--- src/rtl/uart_rx_fifo.sv ---
// 8N1 UART receiver feeding an 8-entry (2**ADDR_W) byte FIFO with normal-mode read.
// Sticky framing and overrun flags are cleared by a clr_err pulse.
module uart_rx_fifo #(
  parameter int CLKS_PER_BIT = 434,
  parameter int ADDR_W       = 3
) (
  input  logic              clk,
  input  logic              rst,
  input  logic              rx,
  input  logic              rdreq,
  input  logic              clr_err,
  output logic [7:0]        q,
  output logic              empty,
  output logic              full,
  output logic [ADDR_W:0]   used,
  output logic              frame_err,
  output logic              overrun_err
);

  localparam int CNT_W = (CLKS_PER_BIT > 1) ? $clog2(CLKS_PER_BIT) : 1;
  localparam int DEPTH = 1 << ADDR_W;
  localparam logic [CNT_W-1:0]  BIT_LAST  = CNT_W'(CLKS_PER_BIT - 1);
  localparam logic [CNT_W-1:0]  HALF_LAST = CNT_W'(CLKS_PER_BIT / 2 - 1);
  localparam logic [ADDR_W:0]   DEPTH_U   = (ADDR_W + 1)'(DEPTH);

  typedef enum logic [1:0] {IDLE, START, DATA, STOP} state_t;

  logic              rx_meta_r;
  logic              rx_sync_r;
  state_t            state_r;
  logic [CNT_W-1:0]  baud_cnt_r;
  logic [2:0]        bit_idx_r;
  logic [7:0]        shift_r;
  logic              wait_high_r;

  logic [ADDR_W-1:0] wptr_r;
  logic [ADDR_W-1:0] rptr_r;
  logic [ADDR_W:0]   used_r;
  logic              empty_r;
  logic              full_r;
  logic [7:0]        q_r;
  logic              frame_err_r;
  logic              overrun_err_r;
  logic [7:0]        mem [DEPTH];

  logic              stop_tick_s;
  logic              push_s;
  logic              pop_s;
  logic              overrun_s;
  logic              frame_s;
  logic [ADDR_W:0]   used_next_s;

  // Two-flop synchronizer for the asynchronous serial line
  always_ff @(posedge clk or posedge rst) begin
    if (rst) begin
      rx_meta_r <= 1'b1;
      rx_sync_r <= 1'b1;
    end else begin
      rx_meta_r <= rx;
      rx_sync_r <= rx_meta_r;
    end
  end

  // Stop-sample decode; a full FIFO still accepts a push when a pop frees a slot this cycle
  always_comb begin
    stop_tick_s = 1'b0;
    push_s      = 1'b0;
    overrun_s   = 1'b0;
    frame_s     = 1'b0;
    pop_s       = rdreq && !empty_r;
    if (state_r == STOP && baud_cnt_r == BIT_LAST) begin
      stop_tick_s = 1'b1;
    end else begin
      stop_tick_s = 1'b0;
    end
    if (stop_tick_s) begin
      push_s    = rx_sync_r && (!full_r || rdreq);
      overrun_s = rx_sync_r && full_r && !rdreq;
      frame_s   = !rx_sync_r;
    end else begin
      push_s    = 1'b0;
      overrun_s = 1'b0;
      frame_s   = 1'b0;
    end
    used_next_s = used_r + (ADDR_W + 1)'(push_s) - (ADDR_W + 1)'(pop_s);
  end

  // Receiver FSM; after a framing error the line must return high before a new start is armed
  always_ff @(posedge clk or posedge rst) begin
    if (rst) begin
      state_r     <= IDLE;
      baud_cnt_r  <= '0;
      bit_idx_r   <= 3'd0;
      shift_r     <= 8'h00;
      wait_high_r <= 1'b0;
    end else begin
      case (state_r)
        IDLE: begin
          baud_cnt_r <= '0;
          bit_idx_r  <= 3'd0;
          if (wait_high_r) begin
            if (rx_sync_r) wait_high_r <= 1'b0;
          end else if (!rx_sync_r) begin
            state_r <= START;
          end
        end
        START: begin
          if (baud_cnt_r == HALF_LAST) begin
            baud_cnt_r <= '0;
            state_r    <= rx_sync_r ? IDLE : DATA;
          end else begin
            baud_cnt_r <= baud_cnt_r + CNT_W'(1);
          end
        end
        DATA: begin
          if (baud_cnt_r == BIT_LAST) begin
            baud_cnt_r <= '0;
            shift_r    <= {rx_sync_r, shift_r[7:1]};
            bit_idx_r  <= bit_idx_r + 3'd1;
            if (bit_idx_r == 3'd7) state_r <= STOP;
          end else begin
            baud_cnt_r <= baud_cnt_r + CNT_W'(1);
          end
        end
        STOP: begin
          if (baud_cnt_r == BIT_LAST) begin
            baud_cnt_r <= '0;
            state_r    <= IDLE;
            if (!rx_sync_r) wait_high_r <= 1'b1;
          end else begin
            baud_cnt_r <= baud_cnt_r + CNT_W'(1);
          end
        end
        default: begin
          state_r    <= IDLE;
          baud_cnt_r <= '0;
        end
      endcase
    end
  end

  // FIFO storage, not reset
  always_ff @(posedge clk) begin
    if (push_s) mem[wptr_r] <= shift_r;
  end

  // FIFO pointers, occupancy, registered read data and sticky error flags
  always_ff @(posedge clk or posedge rst) begin
    if (rst) begin
      wptr_r        <= '0;
      rptr_r        <= '0;
      used_r        <= '0;
      empty_r       <= 1'b1;
      full_r        <= 1'b0;
      q_r           <= 8'h00;
      frame_err_r   <= 1'b0;
      overrun_err_r <= 1'b0;
    end else begin
      if (push_s) wptr_r <= wptr_r + ADDR_W'(1);
      if (pop_s) begin
        q_r    <= mem[rptr_r];
        rptr_r <= rptr_r + ADDR_W'(1);
      end
      used_r  <= used_next_s;
      empty_r <= (used_next_s == '0);
      full_r  <= (used_next_s == DEPTH_U);
      if (frame_s)      frame_err_r <= 1'b1;
      else if (clr_err) frame_err_r <= 1'b0;
      if (overrun_s)    overrun_err_r <= 1'b1;
      else if (clr_err) overrun_err_r <= 1'b0;
    end
  end

  assign q           = q_r;
  assign empty       = empty_r;
  assign full        = full_r;
  assign used        = used_r;
  assign frame_err   = frame_err_r;
  assign overrun_err = overrun_err_r;

endmodule
--- config.mk ---
export PLATFORM = sky130hd
export DESIGN_NAME = uart_rx_fifo
export DESIGN_NICKNAME = d
export VERILOG_FILES = /design/src/rtl/uart_rx_fifo.sv
export SDC_FILE = /design/constraint.sdc
export NUM_CORES = 1
export LEC_CHECK = 0
export CORE_MARGIN = 1
export CORE_UTILIZATION = 50
export CTS_CLUSTER_SIZE = 28
export DETAILED_ROUTE_END_ITERATION = 10
export DONT_BUFFER_PORTS = 1
export HOLD_SLACK_MARGIN = 0.1
export PLACE_DENSITY = 0.65
export SYNTH_ARGS = -nofsm -noshare
export SYNTH_HDL_FRONTEND = slang
export SYNTH_SLANG_ARGS = --single-unit
--- constraint.sdc ---
create_clock -name clk -period 3.07 [get_ports clk]
set_clock_uncertainty 0.05 [all_clocks]
set_input_delay 0.7675 -clock clk [delete_from_list [all_inputs] [get_ports clk]]
set_output_delay 0.7675 -clock clk [all_outputs]
set_load 0.01 [all_outputs]
==> flow_summary.yaml <==
worst_setup_path:
  r2r_start: "baud_cnt_r[2]"
  critical-path-max-stage-delay_ns: 0.48
  r2r_setup_slack_ns: 0.20
  setup.worst_path.start_class: "flip-flop"
  timing.critical_path.required_ns: 3.32
  cpMostUsedCell: "inv_1"
  reg2reg_depth: 11
  critical_path_fanout_max: 6
  worstSetupEndpointType: "flip-flop"
  setup.worst_path.class: "flip-flop to flip-flop"
  cpMaxStageDelayCell: "fa_1"
  crit_path_cell_trace: "nand4b_1 -> nor3_4 -> nand2_1 -> ha_1 -> inv_1 -> ha_1 -> inv_1 -> fa_1 -> inv_1 -> or3_1 -> nor2b_1"
  worst-endpoint-arrival_ns: 3.12
  crit-reg2reg-capture: "full"
logic_synthesis:
  synth.lib_cells_used.distinct: 42
  syn-mean-instance-area_um2: 15.86
  synth_compound_area_frac: 0.03616
  synth_enable_flop_cells: 64
  parity_gate_share_of_the_synthesized_area_counting_xor_and_xnor_cells: 0.02685
  synth_simple_gate_area_share: 0.08356
  ys_warn_count: 0
  fraction_of_the_mapped_netlist_area_in_adder_cells: 0.03452
  synth_top_family_by_area: "multiplexers"
  synth_async_sr_flop_share: 0.4234
  synth_area_um2: 4567
  yosys-mux-area-fraction: 0.1208
  seq_area_frac_synth: 0.6792
  syn-instance-count: 288
  synthesis.nets: 305
  dominantRegCellSynth: "edfxtp_1"
  ys_seq_elements: 111
drt:
  detailedRoute.firstIterationViolations: 94
  detail_route.drc_violations: 0
  antenna_left: 0
  route.vias.total: 2291
  routed_wl_um: 7200
  via_per_inst: 5.494
  first_pass_iters: 4
  route.detailed.wl_per_inst_um: 17.27
global_route:
  grt_max_degree: 48
  gr-total-overflow: 0
  grt_antenna_before_repair: 0
  vias_in_the_first_global_route: 2384
  globalRouteTotalUtil: 0.1692
  grt_pass1_wl_um: 12120
timing:
  final.setup.tns_ns: 0
  timing.slew.headroom: 0.3616
  timing_worst_slew_pin_value_ns: 0.9561
  finalHoldViolCount: 0
  final_max_slew_viol_count: 0
  final_period_minus_worst_setup_slack_ns: 2.868
  setup_viol: 0
  post-route-period-util: 0.9342
  fmax_mhz: 348.7
layout:
  filler_cell_count: 702
  final_net_count: 321
  area.growth.synth_to_final_pct: 9.178
  share_of_layout_cells_above_drive_strength_1: 0.2104
  post-route-cell-area_um2: 4986
  antenna_cells_inserted: 0
  fin_util: 0.5690
pwr:
  p_leak_nw: 2.064
  maximum_resistive_drop_on_vdd_mv: 0.2892
  p_per_area_nw_per_um2: 608.4
die:
  fp.coreArea_um2: 8763
  die_y_um: 97.57
  placementRows: 34
  die-area_um2: 9520
  io_pins: 21
  dieWidth_um: 97.57
  starting_density: 0.5211
clock_network:
  clk_path_buf_depth: 2
  numClockSinks: 111
  worst_skew_pair.late_latency_ns: 0.36
  cts.htree.levels: 3
  clock_tree_root_buffer_cell: "clkbuf_8"
  cts_made_buffers: 9
  cts_tree: "built"
  cts.repair_timing.setup_buffer_count: 0
  clkTransAtPathRegs_ns: 0.10
place:
  numPortBuffers: 0
  dpl.hpwl_um: 4854
  dpl_cell_area_um2: 4762
  gp_congestion: 0.7072
hold_path:
  worstHoldPathType: "flip-flop to flip-flop"
  hold_path.startpoint: "rx_meta_r"
  timing.hold.worst_path_depth: 0
  min_to: "rx_sync_r"
run:
  maxCapViolations: 0
run_status:
  outcome: "complete, no violations"
==> worst max path at each step <==
stage	start	end	slack, ns	cells past startpoint
2_1_floorplan	rdreq	full	0.22	11
3_3_place_gp	rdreq	full	0.23	11
3_5_place_dp	rdreq	full	0.13	11
4_1_cts	baud_cnt_r[1]	full	0.15	13
5_1_grt	baud_cnt_r[2]	full	-0.01	11
6_report	baud_cnt_r[2]	full	0.20	11
==> synthesized netlist by cell type, types with 4 or more instances <==
master	number	area [µm²]
mux2_2	9	101.4
nand2_1	20	75.07
clkbuf_1	4	15.01
mux4_2	16	360.4
nor3_1	4	20.02
nor2_1	22	82.58
inv_1	13	48.80
o21ai_0	11	55.05
mux2i_1	9	90.09
edfxtp_1	64	1922
nand3_1	4	20.02
xnor2_1	12	105.1
ha_1	11	137.6
nand2b_1	5	31.28
dfrtp_1	44	1101
==> sequential cells by signal, indices dropped and copies added (netlist names), named ones only <==
name         cells
state_r          1
full             1
rptr_r           3
wptr_r           3
used             4
rx_meta_r        1
bit_idx_r        3
mem             64
q                8
baud_cnt_r       9
wait_high_r      1
overrun_err      1
rx_sync_r        1
empty            1
shift_r          8
frame_err        1
==> cells in the final DEF, fill, tap and decap left out, types with 3 or more instances in the layout <==
master / instances
nand3_1: 4
nor2_1: 22
a21oi_1: 3
mux2i_1: 9
edfxtp_1: 64
ha_1: 10
nor3_1: 4
xnor2_1: 12
buf_4: 13
o21ai_0: 11
clkbuf_8: 10
nor2b_1: 3
nand2b_1: 5
inv_1: 12
nand2_1: 20
mux2_2: 9
dfrtp_1: 44
mux4_2: 16
dfstp_2: 3
==> repair_timing <==
item | in CTS | in global routing
hold buffers | 0 | 0
endpoints found under the setup margin | 0 | 2
resized for setup | 0 | 2
==> worst max-delay path: cells and delay by family (launching register included) <==
family / cells / cell delay, ns
fa+ha+maj: 3 / 0.94
buf+inv: 3 / 0.16
flops: 1 / 0.45
simple gates: 5 / 1.20
==> logic make-up after synthesis <==
group / count (synthesis)
flip-flops: 111
adder cells (fa/ha/maj): 12
AND/OR/NAND/NOR: 72
multiplexers: 34
AO/OA/AOI/OAI: 24
XOR/XNOR: 14
buffers and inverters: 21
==> through the flow <==
step	total power, W	setup slack, ns	hold slack, ns	std cells
finish	0.003033	0.2021	0.3110	417
CTS	0.003088	0.1523	0.3102	417
global route	0.003180	-0.01317	0.3042	417
global placement	0.002199	0.2285	0.2970	401
floorplan	0.002117	0.2219	0.2952	288
detailed placement	0.002209	0.1348	0.2973	401
==> routing by layer <==
metal / global-route usage / vias to the layer above / routed length (µm)
met2: 0.2695 / 38 / 3545
li1: - / 1089 / -
met3: 0.03453 / 7 / 310
met5: 0 / - / 0
met1: 0.2307 / 1157 / 3255
met4: 0.06448 / 0 / 88
==> layout make-up <==
class / count / area (µm²) / area share
Clock inverter: 6 / 67.56 / 0.01355
Tap cell: 108 / 135.1 / 0.02710
Sequential cell: 111 / 3102 / 0.6221
Inverter: 13 / 48.80 / 0.009787
Timing Repair Buffer: 13 / 97.59 / 0.01957
Clock buffer: 10 / 137.6 / 0.02760
Multi-Input combinational cell: 156 / 1398 / 0.2803
==> where the power goes <==
part | internal [W] | switching [W]
registers | 0.00162 | 0.000183
logic | 0.000217 | 0.000138
clock network | 0.000403 | 0.000471
total | 0.00224 | 0.000792
Power figures use the tool's default switching activity.
